==> config.mk <==
export PLATFORM = sky130hd
export DESIGN_NAME = param_regfile
export DESIGN_NICKNAME = d
export VERILOG_FILES = /design/src/rtl/regfile_pkg.sv /design/src/rtl/param_regfile.sv
export SDC_FILE = /design/constraint.sdc
export NUM_CORES = 1
export LEC_CHECK = 0
export ABC_AREA = 1
export CAP_MARGIN = 20
export CELL_PAD_IN_SITES_DETAIL_PLACEMENT = 1
export CELL_PAD_IN_SITES_GLOBAL_PLACEMENT = 1
export CORE_MARGIN = 1
export CORE_UTILIZATION = 48
export DETAILED_ROUTE_END_ITERATION = 10
export MAX_ROUTING_LAYER = met4
export PLACE_DENSITY = 0.93
export SYNTH_ARGS = -nofsm -noshare
export SYNTH_HDL_FRONTEND = slang
export SYNTH_SLANG_ARGS = --single-unit
==> constraint.sdc <==
create_clock -name clk -period 7.03 [get_ports clk]
set_input_delay 2.109 -clock clk [delete_from_list [all_inputs] [get_ports clk]]
set_output_delay 2.109 -clock clk [all_outputs]
set_load 0.005 [all_outputs]
==> src/rtl/regfile_pkg.sv <==
// regfile_pkg: shared definitions for param_regfile.
//   state_t          - controller state (INIT = clearing sweep, RUN = normal operation)
//   DEFAULT_DATA_W   - default register width
//   DEFAULT_ADDR_W   - default register address width
//   DEFAULT_NUM_RD   - default number of read ports
package regfile_pkg;

    localparam int DEFAULT_DATA_W = 16;
    localparam int DEFAULT_ADDR_W = 3;
    localparam int DEFAULT_NUM_RD = 2;

    typedef enum logic {
        ST_INIT = 1'b0,
        ST_RUN  = 1'b1
    } state_t;

endpackage

==> src/rtl/param_regfile.sv <==
// param_regfile: parameterised register file with a post-reset clearing sweep,
// hard-wired zero register and NUM_RD independent combinational read ports.
//
// Ports:
//   clk        in   1              rising-edge clock
//   rst        in   1              synchronous active-high reset
//   RegWrite   in   1              write request this cycle
//   writereg   in   ADDR_W         write address
//   writedata  in   DATA_W         write data
//   readreg    in   NUM_RD*ADDR_W  packed read addresses, port i at [i*ADDR_W +: ADDR_W]
//   readdata   out  NUM_RD*DATA_W  packed read data, port i at [i*DATA_W +: DATA_W]
//   ready      out  1              sweep finished, writes accepted
//   wr_drop    out  1              a write request was discarded last cycle
//
// Build option: define PARAM_REGFILE_BYPASS_EN to forward same-cycle write
// data to matching read ports. Default build has no bypass path.
module param_regfile
    import regfile_pkg::*;
#(
    parameter int DATA_W = DEFAULT_DATA_W,
    parameter int ADDR_W = DEFAULT_ADDR_W,
    parameter int NUM_RD = DEFAULT_NUM_RD
) (
    input  logic                     clk,
    input  logic                     rst,
    input  logic                     RegWrite,
    input  logic [ADDR_W-1:0]        writereg,
    input  logic [DATA_W-1:0]        writedata,
    input  logic [NUM_RD*ADDR_W-1:0] readreg,
    output logic [NUM_RD*DATA_W-1:0] readdata,
    output logic                     ready,
    output logic                     wr_drop
);

    localparam int                DEPTH = 2 ** ADDR_W;
    localparam logic [ADDR_W-1:0] LAST  = ADDR_W'(DEPTH - 1);

    state_t            state;
    logic [ADDR_W-1:0] clr_cnt;
    logic [DATA_W-1:0] mem [DEPTH];

    // Controller, sweep and write port. The array itself is not reset: the
    // sweep clears every entry before RUN, and reads are forced to 0 until then.
    always_ff @(posedge clk) begin
        if (rst) begin
            state   <= ST_INIT;
            clr_cnt <= '0;
            wr_drop <= 1'b0;
        end else begin
            case (state)
                ST_INIT: begin
                    mem[clr_cnt] <= '0;
                    clr_cnt      <= clr_cnt + 1'b1;
                    // Any request during the sweep is discarded and flagged.
                    wr_drop      <= RegWrite;
                    if (clr_cnt == LAST) begin
                        state <= ST_RUN;
                    end
                end
                default: begin
                    wr_drop <= 1'b0;
                    // Writes to entry 0 are a silent no-op, not a drop.
                    if (RegWrite && (writereg != '0)) begin
                        mem[writereg] <= writedata;
                    end
                end
            endcase
        end
    end

    assign ready = (state == ST_RUN);

    for (genvar i = 0; i < NUM_RD; i++) begin : g_rd
        logic [ADDR_W-1:0] addr;
        logic [DATA_W-1:0] data;

        assign addr = readreg[i*ADDR_W +: ADDR_W];

        always_comb begin
            data = '0;
            if ((state == ST_RUN) && (addr != '0)) begin
                data = mem[addr];
`ifdef PARAM_REGFILE_BYPASS_EN
                if (RegWrite && (writereg != '0) && (writereg == addr)) begin
                    data = writedata;
                end
`endif
            end
        end

        assign readdata[i*DATA_W +: DATA_W] = data;
    end

endmodule

==> flow_summary.yaml <==
run_status:
  status: "finished, violations left"
  violations: "DRC"
sta:
  period_share_pct: 92.2
  clock_skew_ns: 0.0113
  hold_viol: 0
  max_freq_ghz: 0.154
  layout_min_cycle_time_ns: 6.48
  setup-tns-final_ns: 0
  grt_setup_unrepaired: "no"
  drv_slew: 0
  fin_ws_ns: 0.551
  max-slew-margin-rel_pct: 23.0
  tightest_slew_ns: 1.15
  finalSetupViolations: 0
final_layout:
  fillers: 1674
  num_antenna_cells: 0
  syn_to_final_growth_pct: 17.1
  nets: 924
  drive_gt1_share_pct: 7.83
  stdcell_count: 1091
  final_util_pct: 58.3
setup_path:
  crit_fanout: 105
  path_common_cell: "nor2_1"
  path_cells: "buf_2, buf_4, o21ai_0, nand2_1, nor2_1, nor2_1, clkdlybuf4s50_1"
  slowest_delay_ns: 0.83
  worst_ep_arrival_time_ns: 4.37
  startpoint_type: "input port"
  critPathCaptureType: "output pin"
  critPathSlowestCell: "buf_4"
  critPathRequiredTime_ns: 4.92
  path_class: "in -> out"
routing:
  viasPerCell: 6.10
  routed_wl_um: 26200
  drtIter0Drc: 845
  vias: 6652
  dr.pass1.iters: 11
  ant_nets: 0
  wl_per_cell_um: 24.0
  drc: 1
floorplanning:
  initial_core_util_pct: 49.7
  fp.dieH_um: 125
  ios: 62
  dieWidth_um: 125
  num_rows: 44
  core-area_um2: 14700
  die_area_um2: 15700
synth:
  synth.top_cell.area_share_pct: 52.6
  synth_cell_types: 25
  yosys.area.top_type: "edfxtp_1"
  synthTopCellsByArea: "edfxtp_1, nand2_1, nand3_1, inv_1, o211ai_1"
  syn_area_um2: 7310
  synth_nets: 878
  avgSynthCellArea_um2: 8.62
  ys_warn_count: 0
  yosysSeqAreaShare_pct: 53.9
  syn-instance-count: 848
  ys_seq_elements: 133
placement:
  numPortBuffers: 61
  place_hpwl_um: 14400
  numPlacedInstances: 1058
  dpl_worst_slack_ns: 0.723
  place_congestion: 0.817
cts:
  postCtsSetupRepairBufs: 0
  cts.sinks: 133
  h-tree-depth: 4
  clock_path_buffers: 2
  clkLatencyLatePin_ns: 0.44
  cts_made_buffers: 17
  cts_resized: 0
  cts-root-buf: "clkbuf_16"
  cts_tree: "yes"
  cts_hold_buf: 0
  clk_pin_slew_ns: 0.06
pwr:
  p_per_area_nw_per_um2: 241
  finalPower_w: 0.00206
  leakagePower_nw: 3.56
  vdd_drop_max_uv: 181
grt:
  grt_util_all_layers_pct: 36.2
  grt_start_max_net_pins: 106
  antenna_found_initial: 0
  grt_overflow_total: 0
  grt_pass1_wl_um: 40600
  first_global_vias: 7108
flow_run:
  cap_violations: 0
hold_path:
  holdCritPathClass: "reg -> reg"
==> state kept, by name, indices dropped and copies added (netlist names) <==
signal,flops
wr_drop,1
ready,1
mem,128
clr_cnt,3
==> final cells by class <==
| class | instances | area, um^2 | share of cell area [%] |
|---|---|---|---|
| clock buffers | 17 | 425 | 4.97 |
| flip-flops and latches | 133 | 3940 | 46.0 |
| clock inverters | 15 | 188 | 2.19 |
| repair buffers | 80 | 758 | 8.85 |
| inverters | 124 | 470 | 5.49 |
| well taps | 184 | 230 | 2.69 |
| multi-input cells | 538 | 2550 | 29.8 |
==> stage by stage <==
step	hold slack (ns)	instance area [um^2]
floorplan	0.461	7310
global placement	0.478	7920
detailed placement	0.486	7920
CTS	0.494	8540
global route	0.507	8560
finish	0.493	8560
==> worst max-delay path, delay by kind of cell <==
kind | cells | cell delay (ns)
AO/OA/AOI/OAI | 1 | 0.25
AND/OR/NAND/NOR | 3 | 0.43
buffers and inverters | 3 | 1.48
==> power breakdown <==
| group | total, W | internal [W] | switching, W |
|---|---|---|---|
| combinational | 0.000208 | 0.0000625 | 0.000145 |
| clock | 0.000950 | 0.000588 | 0.000362 |
| sequential | 0.000903 | 0.000890 | 0.0000129 |
| total | 0.00206 | 0.00154 | 0.000520 |
==> cells by family (layout without fill, tap and decap cells) <==
kind of cell             after synthesis  after routing  share of synthesized area (%)
AND/OR/NAND/NOR                      432            432                           25.4
buffers and inverters                177            236                           11.2
flip-flops                           133            133                           53.9
AO/OA/AOI/OAI                        104            104                           9.14
adder cells (fa/ha/maj)                2              2                          0.342
==> metal layers <==
metal	routed length, um	track usage [%]	up-vias
met3	2450	7.49	144
li1	-	-	2870
met4	1570	24.4	0
met2	12500	56.6	483
met1	9660	42.2	3155
met5	0	-	-
==> placed cells by master (no fill, tap or decap), drive strengths merged <==
cell             n
nand3           96
clkinvlp         5
edfxtp         128
o21ai           26
inv            124
bufinv           4
clkbuf          17
nand2          242
clkdlybuf4s50   58
dfxtp            5
o211ai          50
clkinv           6
a21oi           28
nor2            94
buf             22
ha               2
==> cells in the mapped netlist (all sizes together) <==
library cell / number
dfxtp: 5
nor2: 94
buf: 43
edfxtp: 128
nand3: 96
a21oi: 28
o211ai: 50
inv: 124
clkbuf: 10
o21ai: 26
nand2: 242
ha: 2
==> worst paths after layout <==
kind               from  slack [ns]            to  depth (start not counted)
min          clr_cnt[2]        0.49    clr_cnt[2]                          2
max reg2reg       ready        3.89    mem[0][11]                          7
max          readreg[0]        0.55  readdata[10]                          7
min reg2reg  clr_cnt[2]        0.49    clr_cnt[2]                          2
No activity file was read; power rests on OpenSTA's default activity.
==> RTL change 1: new RTL, same settings <==
Set the package constant `DEFAULT_ADDR_W` to 4 (it was 3).
--- a/src/rtl/regfile_pkg.sv
+++ b/src/rtl/regfile_pkg.sv
@@ -6,7 +6,7 @@
 package regfile_pkg;
 
     localparam int DEFAULT_DATA_W = 16;
-    localparam int DEFAULT_ADDR_W = 3;
+    localparam int DEFAULT_ADDR_W = 4;
     localparam int DEFAULT_NUM_RD = 2;
 
     typedef enum logic {
Ports: changed (resized readreg and writereg); port bits go from 62 to 65. The function was not compared with the original's and may differ.
==> RTL change 1 against the unedited design <==
Worst setup slack lost 0.36 ns; via count up 110%; worst hold slack better by 0.051 ns; total power increased by 78%; cell area increased by 94%; area after synthesis rose by 97%; clock power is 64% higher; wire length grew 110%; largest cell class unchanged; global-route usage up 1.0 points; sequential cell count increased by 129; cell count rose by 110%; combinational power rose by 91%; critical path depth up 1; sequential power is 89% higher.
==> RTL change 1: results (changes against the unedited design) <==
- Final critical-path required period: 6.84 ns (+0.357 ns)
- Clock-cell share of area: 5.78% (-1.4 points)
- Vias in the first global route: 14,600 (+100%)
- H-tree levels: 1 (-3)
- Clock buffers: 35 (+18)
- Max-slew headroom: 27.4% (+4.4 points)
- Yosys top cell area share: 53.4% (+0.82 points)
- Largest registers: mem: 256 flops, clr_cnt: 4 flops
- Pint: 2.73 mW (+77%)
- Final #Nets: 1,920 (+110%)
- GP Congestion: 0.894 (+9.5%)
- Final setup skew: 0.0107 ns (-0.000615 ns)
- Inverters: 322 (+160%)
- Clk_lat worst skew: 0.56 ns (+0.12 ns)
- Routed length per placed instance: 23.8 um (-0.76%)
- Share of post-route cells with drive strength above 1: 7.69% (-0.14 points)
- Worst r2r path cells: 7 (unchanged)
- Worst IR Drop VDD: 0.000203 V (+12%)
- Fillers: 3,591 (+110%)
- CP max-delay cell: clkdlybuf4s50_1
- Non-Clock Buffer Count: 128 (+60%)
- Worst R2R Setup Slack: 3.86 ns (-0.03 ns)
- Final hold vios: 0 (unchanged)
- Starting DRC count in detailed routing: 1,584 (+87%)
- Pre-CTS setup slack: 0.311 ns (-0.412 ns)
- Worst hold slack: 0.544 ns (+0.0513 ns)
- Hold EP: clr_cnt[3]$_SDFFE_PP0N_
- Most common library cells after synthesis: nand2_1 (691), nand3_1 (364), inv_1 (318)
- Number of CTS-inserted buffers: 30 (+13)
- Vias/cell: 5.94 (-2.5%)
- Post-synthesis sequential element count: 262 (+97%)
- CP max stage delay: 0.69 ns (-0.14 ns)
- Register area share after synthesis: 54.2% (+0.29 points)
- Crit. Startpoint: readreg[2]
- Final HPWL DP: 34,700 um (+140%)
- Pleak: 7.75 nW (+120%)
- Gr usage total: 37.2% (+1.0 points)
- Sequential fraction of total cell area: 47.0% (+0.99 points)
- First-pass GRT wire length: 83,100 um (+100%)
- Critical path destination: readdata[9]
- Synth unique cells: 22 (-12%)
- Longest Clk Path Bufs: 3 (+1)
- R2r endpoint: mem[7][12]$_DFFE_PP_
- Cell family with most CP delay: buffers and inverters
- CP max FO: 11 (-90%)
- IO Port Bufs: 64 (+4.9%)
- First drt pass iteration count: 6 (-5)
- Final non-clock buffer share: 7.42% (-1.4 points)
- Post-synth EDFFs: 256 (+100%)
- Fraction of area in multi-input gates: 29.5% (-0.24 points)
- Min-delay src: clr_cnt[3]$_SDFFE_PP0N_
- CP arrival: 4.73 ns (+0.36 ns)
- Status: completed
- Top cells by area, synth: edfxtp_1 (53%), nand2_1 (18%), nand3_1 (13%), inv_1 (8.3%), buf_2 (2.9%)
- Comb_multi_in: 1,144 (+110%)
## RTL change 1: cell count changes after synthesis, sizes merged, moves of 2 or more
cell,change
nand2,+452
nand3,+268
inv,+198
edfxtp,+128
nor2,-54
o211ai,-50
buf,+48
o21ai,-20
a21oi,+6
nor3,+3
clkbuf,+2
## RTL change 1: logic make-up (layout without fill, tap and decap cells)
| family | Yosys count | in the layout | synth area share, % |
|---|---|---|---|
| compound gates | 41 | 41 | 1.56 |
| flops | 262 | 262 | 54.2 |
| fa+ha+maj | 1 | 1 | 0.0869 |
| simple gates | 1102 | 1102 | 32.1 |
| buf+inv | 425 | 505 | 12.0 |
## RTL change 1: through the flow
step                      util, %  cell area (um2)  cells
after floorplan                 -            14400   1831
after global placement       52.5            15500   2233
after detailed placement     52.6            15500   2236
after CTS                    55.9            16500   2291
after global routing         56.2            16600   2301
final                        56.2            16600   2301
## RTL change 1: power groups by stage
stage / Sequential, mW / Combinational (mW) / Clock, mW
4_1_cts: 1.71 / 0.389 / 1.56
3_5_place_dp: 1.75 / 0.382 / 0
6_report: 1.71 / 0.398 / 1.56
5_1_grt: 1.72 / 0.425 / 1.61
2_1_floorplan: 1.75 / 0.236 / 0
3_3_place_gp: 1.75 / 0.359 / 0
## RTL change 1: worst reg2reg max path, stage by stage, from the launching register on
cell and delay [ns]:
dfxtp_1 0.61, nand2_2 0.16, nor2_4 0.16, nand2_2 0.38, nand2_2 0.24, nand3_1 0.24, nor2_2 0.70, buf_4 0.36
## RTL change 1: per-layer routing
metal	GRT usage, %	routed length, um
met2	60.7	26200
met3	5.87	5330
met4	19.3	3110
met5	-	0
met1	44.5	20100
==> RTL change 2: new RTL, same settings <==
Without the edit above. Build with the macro `PARAM_REGFILE_BYPASS_EN` defined.
--- a/src/rtl/param_regfile.sv
+++ b/src/rtl/param_regfile.sv
@@ -14,6 +14,8 @@
 //
 // Build option: define PARAM_REGFILE_BYPASS_EN to forward same-cycle write
 // data to matching read ports. Default build has no bypass path.
+`define PARAM_REGFILE_BYPASS_EN
+
 module param_regfile
     import regfile_pkg::*;
 #(
Behaviour: not the same (Yosys sat finds a counterexample within 10 cycles, from zero or initial values and one cycle with rst high).
==> RTL change 2 against the unedited design <==
Maximum frequency fell by 5.4%; count of clock-buffer cells in the layout up 4; via count rose by 13%; area after synthesis is 2.3% higher; sequential power is 1% lower; critical endpoint is now readdata[22]; wire length increased by 11%; sequential cell count unchanged; cell area rose by 3.8%; worst setup slack worse by 0.37 ns; total power rose by 0.42%; critical path depth is 3 higher.
==> RTL change 2: results (changes against the unedited design) <==
- Status: completed
- Final HPWL DP: 17,800 um (+24%)
- Post-CTS setup buffer count: 0 (unchanged)
- Most common library cells after synthesis: nand2_1 (385), nand3_1 (186), edfxtp_1 (128)
- Longest Clk Path Bufs: 2 (unchanged)
- Final #Nets: 1,022 (+11%)
- Post-synth EDFFs: 128 (unchanged)
- Placed cell area: 8290 um2 (+4.6%)
- Largest net degree at the start of global routing: 46 (-57%)
- M2 GR Usage: 62.2% (+5.6 points)
- Largest registers: mem: 128 flops, clr_cnt: 3 flops
- Final setup skew: 0.00823 ns (-0.00312 ns)
- Grt met1 use: 43.4% (+1.2 points)
- Fin cells: 1,193 (+9.3%)
- GP Congestion: 0.844 (+3.4%)
- Cells after Synth: 936 (+10%)
- Top FF cell, synth: edfxtp_1
- Vias in the first global route: 8,027 (+13%)
- Synth unique cells: 29 (+16%)
- Worst IR Drop VDD: 0.000149 V (-18%)
- IO Port Bufs: 61 (unchanged)
- H-tree levels: 4 (unchanged)
- Clk_lat worst skew: 0.43 ns
- Vias/cell: 6.29 (+3.1%)
- First-pass GRT wire length: 44,300 um (+8.9%)
- Starting DRC count in detailed routing: 784 (-7.2%)
- CP max FO: 17 (-84%)
- Top cells by area, synth: edfxtp_1 (51%), nand2_1 (19%), nand3_1 (12%), nor2_1 (4.3%), buf_2 (2.4%)
- CP arrival: 4.74 ns (+0.37 ns)
- Initial antenna violation count: 0 (unchanged)
- Cts repair resizes: 0 (unchanged)
- Grt met3 use: 8.31% (+0.82 points)
- Number of CTS-inserted buffers: 17 (unchanged)
- CTS root buf: clkbuf_16
- Drt total wl: 29,100 um (+11%)
- Fillers: 1,835 (+9.6%)
- Share of post-route cells with drive strength above 1: 8.86% (+1.0 points)
- Register area share after synthesis: 52.7% (-1.2 points)
- Pleak: 3.61 nW (+1.2%)
- Ys Warns: 0 (unchanged)
- Syn Nets: 966 (+10%)
- Gr usage total: 38.7% (+2.5 points)
- Pint: 1.54 mW (+0.25%)
- Pre-CTS setup slack: 0.263 ns (-0.460 ns)
- First drt pass iteration count: 6 (-5)
- Max-slew headroom: 42.0% (+19 points)
- Clock slew at reported path FFs: 0.05 ns
-- RTL change 2: cell types whose count changed after synthesis, sizes merged, moves of 16 or more --
cell | unedited run | this run
o211ai | 50 | 0
inv | 124 | 39
nand4 | 0 | 16
nand2 | 242 | 387
o21ai | 26 | 0
nand3 | 96 | 187
-- RTL change 2: path summary, 6_finish.rpt --
check	start	cells after the start	end	slack, ns
min	clr_cnt[1]$_SDFFE_PP0N_	2	clr_cnt[1]$_SDFFE_PP0N_	0.54
min reg2reg	clr_cnt[1]$_SDFFE_PP0N_	2	clr_cnt[1]$_SDFFE_PP0N_	0.54
max reg2reg	ready$_SDFF_PP0_	7	mem[4][5]$_DFFE_PP_	3.75
max	writereg[2]	10	readdata[22]	0.18
-- RTL change 2: per-layer routing --
layer  wire length (um)  up-vias  share of wire [%]
met5                  0        -                  0
met4               1820        0                6.3
met3               2690      168                9.3
met2              14100      519                 49
met1              10400     3598                 36
li1                   -     3216                  -
-- RTL change 2: area by class of cell --
cell class / count / area (um2) / share of cell area, %
multi-input combinational: 705 / 3090 / 34.8
tap: 188 / 235 / 2.65
clock buffer: 21 / 440 / 4.95
clock inverter: 11 / 158 / 1.77
timing repair buffer: 94 / 861 / 9.68
inverter: 41 / 159 / 1.79
sequential: 133 / 3940 / 44.4
-- RTL change 2: cells by family after synthesis --
logic type               after synthesis  synth area share [%]
AND/OR/NAND/NOR                      681                  38.5
flip-flops                           133                  52.7
buffers and inverters                 98                  6.19
AO/OA/AOI/OAI                         19                  1.77
XOR/XNOR                               3                 0.452
adder cells (fa/ha/maj)                2                 0.335
-- RTL change 2: critical path, stage by stage --
cell	delay, ns
clkdlybuf4s50_1	0.61
inv_2	0.11
nand2_1	0.09
nand2_1	0.09
nor2_4	0.51
nand2_4	0.24
clkinv_2	0.29
nor2_1	0.07
nor2_1	0.10
clkdlybuf4s50_1	0.51
-- RTL change 2: per-stage QoR --
step                hold slack (ns)  util, %
floorplan                     0.477        -
global placement              0.517     54.5
detailed placement            0.527     54.5
CTS                           0.534     58.5
global route                  0.564     58.5
finish                        0.537     58.5
-- RTL change 2: power by group through the flow --
stage,clock network [mW],registers (mW),logic [mW]
after floorplan,0,0.904,0.151
after global placement,0,0.905,0.237
after detailed placement,0,0.907,0.248
after CTS,0.911,0.892,0.254
after global routing,0.942,0.893,0.276
final,0.916,0.892,0.262
